**config.mk**
```make
export PLATFORM = sky130hd
export DESIGN_NAME = mcu_rstclk_ctrl
export DESIGN_NICKNAME = d
export VERILOG_FILES = /design/src/rtl/mcu_rstclk_ctrl.sv
export SDC_FILE = /design/constraint.sdc
export NUM_CORES = 1
export LEC_CHECK = 0
export ABC_AREA = 1
export CELL_PAD_IN_SITES_DETAIL_PLACEMENT = 1
export CELL_PAD_IN_SITES_GLOBAL_PLACEMENT = 2
export CORE_ASPECT_RATIO = 0.6
export CORE_UTILIZATION = 24
export CTS_CLUSTER_SIZE = 40
export DETAILED_ROUTE_END_ITERATION = 10
export GPL_TIMING_DRIVEN = 0
export PLACE_DENSITY = 0.84
export SYNTH_ARGS = -nofsm -noshare
export SYNTH_HDL_FRONTEND = slang
export SYNTH_SLANG_ARGS = --single-unit
```
**constraint.sdc**
```tcl
create_clock -name HCLK -period 3.75 [get_ports HCLK]
set_clock_uncertainty 0.15 [all_clocks]
set_input_delay 1.125 -clock HCLK [delete_from_list [all_inputs] [get_ports HCLK]]
set_output_delay 1.125 -clock HCLK [all_outputs]
set_load 0.01 [all_outputs]
```
**src/rtl/mcu_rstclk_ctrl.sv**
```systemverilog
// mcu_rstclk_ctrl: AHB-Lite system reset/clock controller.
// Boot remap, sticky reset cause, PLL enable/lock/switch sequencer.
module mcu_rstclk_ctrl #(
  parameter int ADDR_W       = 12,
  parameter int NUM_RST_SRC  = 3,
  parameter int LOCK_TIMEOUT = 1024,
  parameter int LOCK_STABLE  = 4
) (
  input  logic                   HCLK,
  input  logic                   HRESET,
  input  logic                   HSEL,
  input  logic                   HREADY,
  input  logic                   HWRITE,
  input  logic [1:0]             HTRANS,
  input  logic [2:0]             HSIZE,
  input  logic [ADDR_W-1:0]      HADDR,
  input  logic [31:0]            HWDATA,
  output logic                   HREADYOUT,
  output logic                   HRESP,
  output logic [31:0]            HRDATA,
  input  logic                   CFG_BOOT,
  input  logic [NUM_RST_SRC-1:0] RST_SRC,
  input  logic                   PLL_LOCK,
  output logic                   PLL_EN,
  output logic                   CLK_SEL,
  output logic                   REMAP,
  output logic                   IRQ
);

  localparam int CNT_W = $clog2(LOCK_TIMEOUT + 1);
  localparam int STB_W = $clog2(LOCK_STABLE + 1);
  localparam logic [CNT_W-1:0] CNT_LAST = CNT_W'(LOCK_TIMEOUT - 1);
  localparam logic [STB_W-1:0] STB_LAST = STB_W'(LOCK_STABLE - 1);

  typedef enum logic [2:0] {
    ST_OFF     = 3'd0,
    ST_LOCKING = 3'd1,
    ST_LOCKED  = 3'd2,
    ST_RUN     = 3'd3,
    ST_FAIL    = 3'd4
  } state_e;

  logic                   act_q, act_d;
  logic                   wr_q, wr_d;
  logic [ADDR_W-1:0]      addr_q, addr_d;
  logic [2:0]             size_q, size_d;
  logic                   boot_done_q, boot_done_d;
  logic                   remap_q, remap_d;
  logic [NUM_RST_SRC-1:0] rstinfo_q, rstinfo_d;
  logic                   pllon_q, pllon_d;
  logic                   swreq_q, swreq_d;
  logic                   timeout_q, timeout_d;
  logic                   lockloss_q, lockloss_d;
  logic                   sync1_q, sync1_d;
  logic                   sync2_q, sync2_d;
  state_e                 state_q, state_d;
  logic [CNT_W-1:0]       cnt_q, cnt_d;
  logic [STB_W-1:0]       stb_q, stb_d;
  logic                   pll_en_q, pll_en_d;
  logic                   clk_sel_q, clk_sel_d;
  logic                   irq_q, irq_d;

  logic                   lock_s;
  logic                   we, rd;
  logic [3:0]             be;
  logic [ADDR_W-3:0]      widx;
  logic                   sel_remap, sel_rst, sel_ctl, sel_stat;
  logic [15:0]            rst_w1c16;
  logic [NUM_RST_SRC-1:0] rst_clr;
  logic                   set_to, set_ll;
  logic                   unused_ok;

  assign lock_s    = sync2_q;
  assign HREADYOUT = 1'b1;
  assign HRESP     = 1'b0;
  assign PLL_EN    = pll_en_q;
  assign CLK_SEL   = clk_sel_q;
  assign REMAP     = remap_q;
  assign IRQ       = irq_q;

  // Capture the address phase of a valid transfer
  always_comb begin
    act_d  = HSEL & HREADY & HTRANS[1];
    wr_d   = HWRITE;
    addr_d = HADDR;
    size_d = HSIZE;
  end

  assign we   = act_q & wr_q;
  assign rd   = act_q & ~wr_q;
  assign widx = addr_q[ADDR_W-1:2];

  assign sel_remap = (widx == (ADDR_W-2)'(0));
  assign sel_rst   = (widx == (ADDR_W-2)'(1));
  assign sel_ctl   = (widx == (ADDR_W-2)'(2));
  assign sel_stat  = (widx == (ADDR_W-2)'(3));

  // Byte lanes of the data phase from registered size/address
  always_comb begin
    be = 4'b1111;
    if (size_q == 3'd0) begin
      be = 4'b0001 << addr_q[1:0];
    end else if (size_q == 3'd1) begin
      be = addr_q[1] ? 4'b1100 : 4'b0011;
    end
  end

  assign rst_w1c16 = HWDATA[15:0] & {{8{be[1]}}, {8{be[0]}}};
  assign rst_clr   = (we && sel_rst) ? rst_w1c16[NUM_RST_SRC-1:0] : '0;
  assign unused_ok = ^{HTRANS[0], HWDATA, rst_w1c16, be};

  // Read mux from the registered data-phase address
  always_comb begin
    HRDATA = '0;
    if (rd) begin
      unique case (1'b1)
        sel_remap: HRDATA = {31'd0, remap_q};
        sel_rst:   HRDATA = 32'(rstinfo_q);
        sel_ctl:   HRDATA = {23'd0, swreq_q, 7'd0, pllon_q};
        sel_stat:  HRDATA = {22'd0, lockloss_q, timeout_q, 3'd0,
                             state_q, clk_sel_q, lock_s};
        default:   HRDATA = '0;
      endcase
    end
  end

  // PLL sequencer next state, lock/timeout counters
  always_comb begin
    state_d = state_q;
    cnt_d   = '0;
    stb_d   = '0;
    set_to  = 1'b0;
    set_ll  = 1'b0;
    case (state_q)
      ST_OFF: begin
        if (pllon_q) state_d = ST_LOCKING;
      end
      ST_LOCKING: begin
        cnt_d = (cnt_q == '1) ? cnt_q : cnt_q + CNT_W'(1);
        if (lock_s) begin
          stb_d = (stb_q == '1) ? stb_q : stb_q + STB_W'(1);
        end
        if (!pllon_q) begin
          state_d = ST_OFF;
        end else if (lock_s && stb_q == STB_LAST) begin
          state_d = ST_LOCKED;
        end else if (cnt_q == CNT_LAST) begin
          state_d = ST_FAIL;
          set_to  = 1'b1;
        end
      end
      ST_LOCKED: begin
        if (!pllon_q) begin
          state_d = ST_OFF;
        end else if (!lock_s) begin
          state_d = ST_LOCKING;
        end else if (swreq_q) begin
          state_d = ST_RUN;
        end
      end
      ST_RUN: begin
        if (!lock_s) begin
          state_d = ST_LOCKING;
          set_ll  = 1'b1;
        end else if (!swreq_q) begin
          state_d = ST_LOCKED;
        end
      end
      ST_FAIL: begin
        if (!timeout_q) state_d = ST_OFF;
      end
      default: state_d = ST_OFF;
    endcase
  end

  // Bus-visible registers, status flags and output decodes
  always_comb begin
    boot_done_d = 1'b1;
    remap_d     = remap_q;
    if (!boot_done_q) remap_d = CFG_BOOT;
    if (we && sel_remap && be[0]) remap_d = HWDATA[0];

    rstinfo_d = (rstinfo_q & ~rst_clr) | RST_SRC;

    pllon_d = pllon_q;
    swreq_d = swreq_q;
    if (we && sel_ctl && be[0] && state_q != ST_FAIL &&
        (HWDATA[0] || !clk_sel_q)) begin
      pllon_d = HWDATA[0];
    end
    if (we && sel_ctl && be[1]) swreq_d = HWDATA[8];

    timeout_d  = timeout_q;
    lockloss_d = lockloss_q;
    if (we && sel_stat && be[1]) begin
      if (HWDATA[8]) timeout_d  = 1'b0;
      if (HWDATA[9]) lockloss_d = 1'b0;
    end
    if (set_to) begin
      timeout_d = 1'b1;
      pllon_d   = 1'b0;
    end
    if (set_ll) begin
      lockloss_d = 1'b1;
      swreq_d    = 1'b0;
    end

    irq_d     = timeout_d | lockloss_d;
    pll_en_d  = (state_d == ST_LOCKING) || (state_d == ST_LOCKED) ||
                (state_d == ST_RUN);
    clk_sel_d = (state_d == ST_RUN);
    sync1_d   = PLL_LOCK;
    sync2_d   = sync1_q;
  end

  // State register with synchronous reset
  always_ff @(posedge HCLK) begin
    if (HRESET) begin
      act_q       <= 1'b0;
      wr_q        <= 1'b0;
      addr_q      <= '0;
      size_q      <= '0;
      boot_done_q <= 1'b0;
      remap_q     <= 1'b0;
      rstinfo_q   <= '0;
      pllon_q     <= 1'b0;
      swreq_q     <= 1'b0;
      timeout_q   <= 1'b0;
      lockloss_q  <= 1'b0;
      sync1_q     <= 1'b0;
      sync2_q     <= 1'b0;
      state_q     <= ST_OFF;
      cnt_q       <= '0;
      stb_q       <= '0;
      pll_en_q    <= 1'b0;
      clk_sel_q   <= 1'b0;
      irq_q       <= 1'b0;
    end else begin
      act_q       <= act_d;
      wr_q        <= wr_d;
      addr_q      <= addr_d;
      size_q      <= size_d;
      boot_done_q <= boot_done_d;
      remap_q     <= remap_d;
      rstinfo_q   <= rstinfo_d;
      pllon_q     <= pllon_d;
      swreq_q     <= swreq_d;
      timeout_q   <= timeout_d;
      lockloss_q  <= lockloss_d;
      sync1_q     <= sync1_d;
      sync2_q     <= sync2_d;
      state_q     <= state_d;
      cnt_q       <= cnt_d;
      stb_q       <= stb_d;
      pll_en_q    <= pll_en_d;
      clk_sel_q   <= clk_sel_d;
      irq_q       <= irq_d;
    end
  end

endmodule

```
# ---- Word-level counts from Yosys, hierarchy flattened
# Cells that the tools add are included.
dict set report totals {
  reg_bits 48
  output_inout_bits 38
  elab_cells 105
}
dict set report classes {
  addsub 2
  n_eq_ne 17
  shift 1
  muxes 32
  bitwise_logic 12
  reduce_logical 22
}
# operator n
set op_table {}
lappend op_table {{case mux 10 bit (4 select lines)} 1}
lappend op_table {{2-to-1 mux 3 bit} 11}
lappend op_table {{equality test 10 x 2 -> 1 bit, second input constant} 2}
lappend op_table {{equality test 3 x 2 -> 1 bit, second input constant} 5}
lappend op_table {{2-to-1 mux 1 bit} 15}
lappend op_table {{case mux 3 bit (5 select lines)} 1}
lappend op_table {{adder 11 x 1 -> 11 bit, second input constant} 1}
lappend op_table {{equality test 11 x 10 -> 1 bit, second input constant} 1}
lappend op_table {{equality test 11 bit, second input constant} 1}
lappend op_table {{logical AND 1 bit} 11}
lappend op_table {{equality test 10 x 1 -> 1 bit, second input constant} 1}
lappend op_table {{zero test 10 bit} 1}
lappend op_table {{2-to-1 mux 10 bit} 1}
lappend op_table {{equality test 3 x 1 -> 1 bit, second input constant} 3}
lappend op_table {{AND 3 bit} 2}
lappend op_table {{equality test 3 bit, second input constant} 2}
lappend op_table {{zero test 3 bit} 2}
lappend op_table {{2-to-1 mux 2 bit} 3}
lappend op_table {{OR reduction 2 bit} 3}
lappend op_table {{AND 1 bit} 4}
lappend op_table {{adder 3 x 1 -> 3 bit, second input constant} 1}
lappend op_table {{logical OR 1 bit} 3}
lappend op_table {{inequality test 3 bit, second input constant} 1}
lappend op_table {{NOT 1 bit} 3}
lappend op_table {{other kinds (7)} 7}

# ---- Logic depth before layout (Yosys ltp)
# Gate-level depths: netlist of run 1.
dict set report logic_depth {
  depth_word 8
  ltp_mapped 10
}

# ---- Worst setup path before layout of run 1
# Ideal clock, no wire load.
dict set report synth_path {
  kind {flip-flop to output port}
  from {register addr_q[6]}
  to {output port HRDATA[0]}
  t_arrival_ns 1.131
  required_time_ns 2.475
  setup_slack_ns 1.344
  stages_incl_launch_ff 10
  path_buffers 0
  path_cell_list {dfxtp_1 -> inv_1 -> nand2_1 -> nor2_2 -> nand2_1 -> nor2_4 -> inv_2 -> o21ai_0 -> nor2_1 -> nor2_1}
}
dict set report synth_between {
  elab_chain_cells 3
  elab_cells_between_ends 6
  cone_classes {eq/ne: 3; mux: 2; reduce/logical: 1}
}
# element line
set synth_rtl {}
lappend synth_rtl {{from (decl)} 45} ;# logic [ADDR_W-1:0] addr_q, addr_d;
lappend synth_rtl {{from (signal assigned)} 241} ;# addr_q <= addr_d;
lappend synth_rtl {{equality test 10 x 2 -> 1 bit, or another cell as far along} 96} ;# assign sel_stat = (widx == (ADDR_W-2)'(3));
lappend synth_rtl {{case mux 10 bit (4 select lines) (*)} 116} ;# unique case (1'b1)
lappend synth_rtl {{2-to-1 mux 10 bit (*)} 115} ;# if (rd) begin
lappend synth_rtl {{to (decl)} 20} ;# output logic [31:0] HRDATA,
# Mark *: on every way between the ends. The rest lies on a longest branch, timed or not.

# ---- Final worst setup path of run 1
dict set report layout_path {
  from {register addr_q[5]}
  to {output port HRDATA[0]}
}
# The elaborated chain is that of the path after synthesis.

==> results.toml, run 1 <==
[run_status]
status = "completed"

[clocking]
cts_buffers = 5
h-tree-depth = 2
cts_hold_buf = 0
insertion_delay_ns = 0.28
cts_root_buf = "clkbuf_16"
cts.clk_slew.worst_paths_ns = 0.06
clockBufferDepth = 2
clock_sinks = 48
tritoncts = "yes"
postCtsSetupRepairBufs = 0
cts.repair.resized = 0

[synth]
ys_warn_count = 0
ys.flop_type = "dfxtp_1"
ys_ff_latch = 48
synthArstFlopShare = 0
avgSynthCellArea_um2 = 7.146
synthTopCellsByArea = "dfxtp_1, nand2_1, inv_1"
synth_area_mm2 = 0.002351
yosysTopAreaCell = "dfxtp_1"
synth_top_cell_area_share = 0.4087
synth_edf_count = 0
synthDistinctLibCells = 31
syn_inst = 329
ys_seq_area_frac = 0.4087

[global_route]
grt_max_degree = 14
grt_pass1_wl_um = 9591
grt_pass1_vias = 1992
antenna_found_initial = 0
grt.overflow.total = 0
grt_usage = 0.1222

[drt]
ant_nets = 0
vias = 2078
drtIter0Drc = 53
via_per_inst = 3.906
wl_per_cell_um = 10.88
drcViolationCount = 0
wirelength_um = 5789
drt_pass1_iterations = 4

[pwr]
total_leakage_power_nw = 1.483
peakVddDrop_mv = 0.1887
switching_share = 0.2138
power_frac_seq = 0.492
total_power_mw = 1.077
power_frac_comb = 0.096
clkPwrFrac = 0.412
power.switching_mw = 0.2304
power.density_mw_per_mm2 = 341.5
intPower_mw = 0.8469

[placed_design]
port_buffers = 40
place_congestion = 0.7865
dp_hpwl_um = 4844

[final_layout]
n_fill_cell = 1196
fin_nets = 464
drive_gt1_frac = 0.1294
syn_to_final_growth_pct = 34.17
antenna_cells = 0

[die]
num_rows = 27
dieArea_mm2 = 0.01021
core_area_mm2 = 0.009324
start_util = 0.2521
die_h_um = 78.67
die_w_um = 129.8
ios = 97

[sta]
finalCritPeriodShare = 0.9256
tightest_slew_ns = 0.5339
min_period_ns = 3.471
setup_tns_ns = 0
setup_viol = 0
maxSlewHeadroom = 0.6441
report.final.slew_viol_count = 0
rsz0062_at_grt = "no"
fmax_ghz = 0.2881
final-hold-violation-count = 0

[setup_path]
rr_worst_depth = 9
crit_path_max_fanout = 5
worstPathRequired_ns = 2.47
critical_path_class = "reg2out"
setup.worst_path.start_class = "flop"
r2r_setup_slack_ns = 2.05
end_kind = "output port"
arrival_ns = 2.20

[worst_hold_path]
min_delay_path_depth = 2
hp-class = "reg2reg"

[job]
drv_cap = 0
## power by group through the flow
| stage | sequential [mW] | clock, mW | combinational [mW] |
|---|---|---|---|
| after floorplan | 0.540 | 0 | 0.0614 |
| after global placement | 0.541 | 0 | 0.101 |
| after detailed placement | 0.542 | 0 | 0.103 |
| after CTS | 0.530 | 0.461 | 0.104 |
| after global routing | 0.531 | 0.487 | 0.116 |
| final | 0.530 | 0.444 | 0.103 |
## per-layer routing
layer	wire length (um)	GRT usage	vias to the layer above
met1	3090	0.1769	922
li1	-	-	1097
met4	36	0.02791	0
met5	0	0	-
met2	2388	0.1834	53
met3	274	0.02522	6
## registers in the layout, indices dropped and copies added, names as in the netlist, 3 cells and up
signal / flops
cnt_q: 11
rstinfo_q: 3
addr_q: 12
state_q: 3
stb_q: 3
size_q: 3
## critical path, cell delays in order (launching register included)
cell and delay [ns]:
dfxtp_1 0.30, nor2_1 0.22, nand2_1 0.16, nor2_1 0.34
nand2_1 0.09, o21ai_0 0.09, nor2_1 0.06, nor2_1 0.10
clkdlybuf4s50_1 0.55
## through the flow
stage          area (um^2)  hold slack, ns  setup slack, ns  utilization  std cells
3_3_place_gp          3008          0.2475           0.5873       0.3226        524
4_1_cts               3154          0.2673           0.2439       0.3383        532
6_report              3154          0.2609           0.2789       0.3383        532
5_1_grt               3154          0.2992           0.1138       0.3383        532
3_5_place_dp          3008          0.2495           0.5591       0.3226        524
2_1_floorplan         2445          0.2383            1.344            -        354
## layout by cell type (no fill, tap or decap), drive strengths merged
cell,instances
inv,59
nand2,58
nor2,57
dfxtp,48
clkdlybuf4s50,40
buf,28
conb,27
nand3,19
a21oi,16
o21ai,13
clkbuf,10
nor3,5
nand4,4
ha,4
xor2,3
or2,2
a31oi,2
o21a,1
o21bai,1
mux2i,1
xnor2,1
or3,1
mux2,1
a211oi,1
## cell families after synthesis
group	after synthesis	synth area share
other	2	0.003194
muxes	2	0.009047
and+or+nand+nor	146	0.2789
buffers and inverters	89	0.1852
xor gates and xnor gates	4	0.01490
DFF	48	0.4087
AOI/OAI and AO/OA	34	0.07877
adders and majority gates	4	0.02129
## path summary, 6_finish.rpt
check                                from         to
worst max-delay path            addr_q[5]  HRDATA[0]
worst min-delay path              sync1_q     lock_s
worst max register to register   cnt_q[0]        IRQ
worst min register to register    sync1_q     lock_s
## final cells by class
type,instances,area (um^2),share of cell area
Multi-Input combinational cell,217,1049,0.3324
Clock buffer,8,146.4,0.04641
Inverter,59,221.5,0.07021
Timing Repair Buffer,40,400.4,0.1269
Sequential cell,48,960.9,0.3046
Tap cell,130,162.7,0.05157
Buffer,30,214.0,0.06783
## cell usage after synthesis (2+ instances only)
| master | number |
|---|---|
| dfxtp_1 | 48 |
| nand3_1 | 19 |
| xor2_1 | 3 |
| o21ai_0 | 12 |
| inv_1 | 55 |
| a31oi_1 | 2 |
| nand4_1 | 4 |
| buf_4 | 27 |
| a21oi_1 | 16 |
| inv_2 | 4 |
| nand2_1 | 56 |
| or2_2 | 2 |
| nor3_1 | 3 |
| nor2_2 | 5 |
| clkbuf_1 | 2 |
| conb_1 | 2 |
| ha_1 | 4 |
| nor2_1 | 50 |
| nor2_4 | 2 |
| nor3_4 | 2 |
Note: power is estimated with default switching activity, not from simulation.
==> run 2: changes to the inputs <==
- CORE_MARGIN: not set -> 1.5
==> run 2 against run 1 <==
Compared with the run above: final area did not move; worst setup slack worse by 0.0044 ns; combinational power is essentially flat; sequential power hardly changed; wire length decreased by 1.1%; critical path depth stayed put; via count rose by 0.29%; global-route usage fell by 0.48 points; worst hold slack better by 0.0017 ns; non-clock buffer count unchanged; critical endpoint unchanged.
==> results.toml, run 2 (synthesis gave the netlist of run 1 again) <==
[clocking]
postCtsSetupRepairBufs = 0
cts_root_buf = "clkbuf_16"
tritoncts = "yes"
insertion_delay_ns = 0.29
cts.repair.resized = 0
clockBufferDepth = 2
clock_sinks = 48
cts_hold_buf = 0
cts_buffers = 5
h-tree-depth = 2
cts.clk_slew.worst_paths_ns = 0.06

[global_route]
grt-busiest-layer = "met1"
grt_max_degree = 14
grt_usage = 0.1175
grt_pass1_wl_um = 9232
grt.overflow.total = 0
use_met2 = 0.1589
grt_pass1_vias = 1924
met1_usage = 0.1774
antenna_found_initial = 0
grtUsageMet3 = 0.03418

[placed_design]
dp_cells = 524
placed_cell_area_mm2 = 0.003008
dp_slack_ns = 0.5860
dp_hpwl_um = 4716
place_congestion = 0.7956
port_buffers = 40

[sta]
setup_tns_ns = 0
min_period_ns = 3.475
whs_ns = 0.2627
finalCritPeriodShare = 0.9268
setup_viol = 0
fmax_ghz = 0.2877
final-hold-violation-count = 0
tightest_slew_ns = 0.5459
worst_slack_ns = 0.2745
rsz0062_at_grt = "no"
maxSlewHeadroom = 0.6361
report.final.slew_viol_count = 0

[final_layout]
design_area_mm2 = 0.003154
n_fill_cell = 1173
most-common-layout-cells = "nand2_1, inv_1, nor2_1"
drive_gt1_frac = 0.1294
instances_no_fill = 532
syn_to_final_growth_pct = 34.17
multi_input_area_mm2 = 0.001049
antenna_cells = 0
regMostFlops = "addr_q"
fin_nets = 464
largestRegisters = "addr_q (12), cnt_q (11)"
regArea_um2 = 960.9
layout_commonest_cell = "nand2_1"
largest_reg_flops = 12

[drt]
drt_pass1_iterations = 4
ant_nets = 0
drcViolationCount = 0
via_per_inst = 3.917
wirelength_um = 5724
vias = 2084
drtIter0Drc = 87
wl_per_cell_um = 10.76

[pwr]
total_leakage_power_nw = 1.483
peakVddDrop_mv = 0.1400
power.density_mw_per_mm2 = 344.2

[die]
die_h_um = 79.67
core_area_mm2 = 0.009358
num_rows = 27
ios = 97
dieArea_mm2 = 0.01042
die_w_um = 130.8
start_util = 0.2512

[setup_path]
crit_path_max_fanout = 5
worstPathRequired_ns = 2.47
arrival_ns = 2.20
critical_path_class = "reg2out"
end_kind = "output port"
setup.worst_path.start_class = "flop"

[run_status]
status = "completed"

[job]
drv_cap = 0

[worst_hold_path]
hp-class = "reg2reg"
==> run 2: cell counts in the layout (fill, tap and decap cells not counted) <==
No cell type changed its count.
==> run 2: where the power goes <==
group          total (mW)  internal [mW]  switching [mW]
Combinational       0.104         0.0570          0.0468
Clock               0.452          0.266           0.186
Sequential          0.530          0.524         0.00606
Total                1.09          0.847           0.239
==> run 2: path summary, 6_finish.rpt <==
| check | endpoint | slack, ns | cells past startpoint | startpoint |
|---|---|---|---|---|
| setup / recovery | HRDATA[0] | 0.27 | 8 | addr_q[5] |
| hold reg to reg | lock_s | 0.26 | 2 | sync1_q |
| setup reg to reg | IRQ | 2.00 | 9 | cnt_q[0] |
| hold / removal | lock_s | 0.26 | 2 | sync1_q |
==> run 2: area by class of cell <==
cell class | count | area share
Multi-Input combinational cell | 217 | 0.3324
Sequential cell | 48 | 0.3046
Timing Repair Buffer | 40 | 0.1269
Inverter | 59 | 0.07021
Buffer | 30 | 0.06783
Tap cell | 130 | 0.05157
Clock buffer | 8 | 0.04641
==> run 2: routing by layer <==
metal | part of all wire | vias to the layer above
li1 | - | 1097
met1 | 0.56 | 930
met2 | 0.38 | 50
met3 | 0.058 | 7
met4 | 0.0089 | 0
met5 | 0 | -
==> run 2: worst max-delay path: stages, from the launching register on <==
cell and delay (ns):
dfxtp_1 0.30, nor2_1 0.20, nand2_1 0.15, nor2_1 0.35
nand2_1 0.11, o21ai_0 0.10, nor2_1 0.06, nor2_1 0.10
clkdlybuf4s50_1 0.55
==> run 2: per-stage QoR <==
stage	utilization	total power [mW]
5_1_grt	0.3371	1.140
3_3_place_gp	0.3214	0.6430
2_1_floorplan	-	0.6014
4_1_cts	0.3371	1.102
3_5_place_dp	0.3214	0.6452
6_report	0.3371	1.086
==> run 3: changes to the inputs <==
- PLACE_DENSITY: 0.84 -> not set
- PLACE_DENSITY_LB_ADDON: not set -> 0.2
==> run 3 against run 2 <==
Compared with the run above: worst hold slack got worse by 0.0022 ns; final area increased by 0.20%; via count decreased by 2.0%; die area unchanged; sequential share of layout area decreased by 0.060 points; final cell count decreased by 0.19%; count of clock-buffer cells in the layout decreased by 1; register-to-register slack improved by 0.06 ns; worst setup slack got worse by 0.018 ns; core utilization increased by 0.067 points; critical endpoint unchanged; largest cell class unchanged.
==> results.toml, run 3 (synthesis gave the netlist of run 1 again) <==
[drt]
via_per_inst = 3.846
drcViolationCount = 0
wl_per_cell_um = 10.89
ant_nets = 0
routed-wl-met3_um = 297
maxUsedRoutingLayer = "met4"
met2WireLength_um = 2369
drt_pass1_iterations = 4
wirelength_um = 5781
vias = 2042
m1WireLength_um = 3064
drtIter0Drc = 74

[die]
start_util = 0.2512
core_area_mm2 = 0.009358
ios = 97
die_h_um = 79.67
num_rows = 27
dieArea_mm2 = 0.01042
die_w_um = 130.8

[sta]
finalCritPeriodShare = 0.9315
rsz0062_at_grt = "no"
min_period_ns = 3.493
final-hold-violation-count = 0
setup_tns_ns = 0
maxSlewHeadroom = 0.6528
setup_viol = 0
fmax_ghz = 0.2863
tightest_slew_ns = 0.5207
report.final.slew_viol_count = 0

[final_layout]
regMostFlops = "addr_q"
regArea_um2 = 960.9
drive_gt1_frac = 0.1322
most-common-layout-cells = "nand2_1, inv_1, nor2_1"
n_fill_cell = 1169
fin_nets = 464
largestRegisters = "addr_q (12), cnt_q (11)"
syn_to_final_growth_pct = 34.43
instances_no_fill = 531
largest_reg_flops = 12
multi_input_area_mm2 = 0.001049
layout_commonest_cell = "nand2_1"
antenna_cells = 0

[clocking]
cts.clk_slew.worst_paths_ns = 0.06
clock_sinks = 48
postCtsSetupRepairBufs = 0
cts_root_buf = "clkbuf_16"
cts_hold_buf = 0
cts_buffers = 5
insertion_delay_ns = 0.29
tritoncts = "yes"
cts.repair.resized = 0
h-tree-depth = 2
clockBufferDepth = 2

[global_route]
grt_pass1_wl_um = 9577
grt_pass1_vias = 1971
antenna_found_initial = 0
grt.overflow.total = 0
grt_usage = 0.1199
grt_max_degree = 14

[placed_design]
dp_hpwl_um = 4724
port_buffers = 40
dp_cells = 524
place_congestion = 0.7958

[setup_path]
end_kind = "output port"
worstPathRequired_ns = 2.47
arrival_ns = 2.22
setup.worst_path.start_class = "flop"
crit_path_max_fanout = 5
critical_path_class = "reg2out"

[job]
drv_cap = 0

[worst_hold_path]
hp-class = "reg2reg"

[pwr]
peakVddDrop_mv = 0.1742
total_leakage_power_nw = 1.487
power.density_mw_per_mm2 = 347.2

[run_status]
status = "completed"
-- run 3: per-layer routing --
metal  vias up  global-route usage
met1       902              0.1696
met2        38              0.1768
met4         0             0.02967
li1       1095                   -
met5         -                   0
met3         7             0.03552
-- run 3: final timing paths --
path             start        end  slack, ns  cells after the start
max          addr_q[5]  HRDATA[0]       0.26                      8
max reg2reg   cnt_q[0]        IRQ       2.06                      9
min            sync1_q     lock_s       0.26                      2
min reg2reg    sync1_q     lock_s       0.26                      2
-- run 3: final cells by class --
cell class              instances  area share
well taps                     130     0.05146
repair buffers                 40      0.1267
flip-flops and latches         48      0.3040
clock buffers                   7     0.04830
plain buffers                  30     0.06770
multi-input cells             217      0.3318
inverters                      59     0.07007
-- run 3: power by group --
part / switching, mW / leakage (nW) / total (mW) / internal (mW)
sequential: 0.00649 / 0.393 / 0.530 / 0.524
clock: 0.185 / 0.0760 / 0.465 / 0.280
combinational: 0.0455 / 1.02 / 0.103 / 0.0570
-- run 3: per-stage QoR --
step	cell area, um^2	util	power (mW)	setup slack (ns)	hold slack, ns
6_report	3161	0.3377	1.097	0.2569	0.2605
5_1_grt	3161	0.3377	1.154	0.005886	0.2936
4_1_cts	3161	0.3377	1.116	0.2189	0.2658
3_5_place_dp	3008	0.3214	0.6443	0.5345	0.2550
3_3_place_gp	3008	0.3214	0.6435	0.5615	0.2492
2_1_floorplan	2445	-	0.6014	1.344	0.2383
-- run 3: critical path, stage by stage (launching register included) --
cell,delay (ns)
dfxtp_1,0.30
nor2_1,0.21
nand2_1,0.15
nor2_1,0.36
nand2_1,0.09
o21ai_0,0.09
nor2_1,0.06
nor2_1,0.11
clkdlybuf4s50_1,0.56
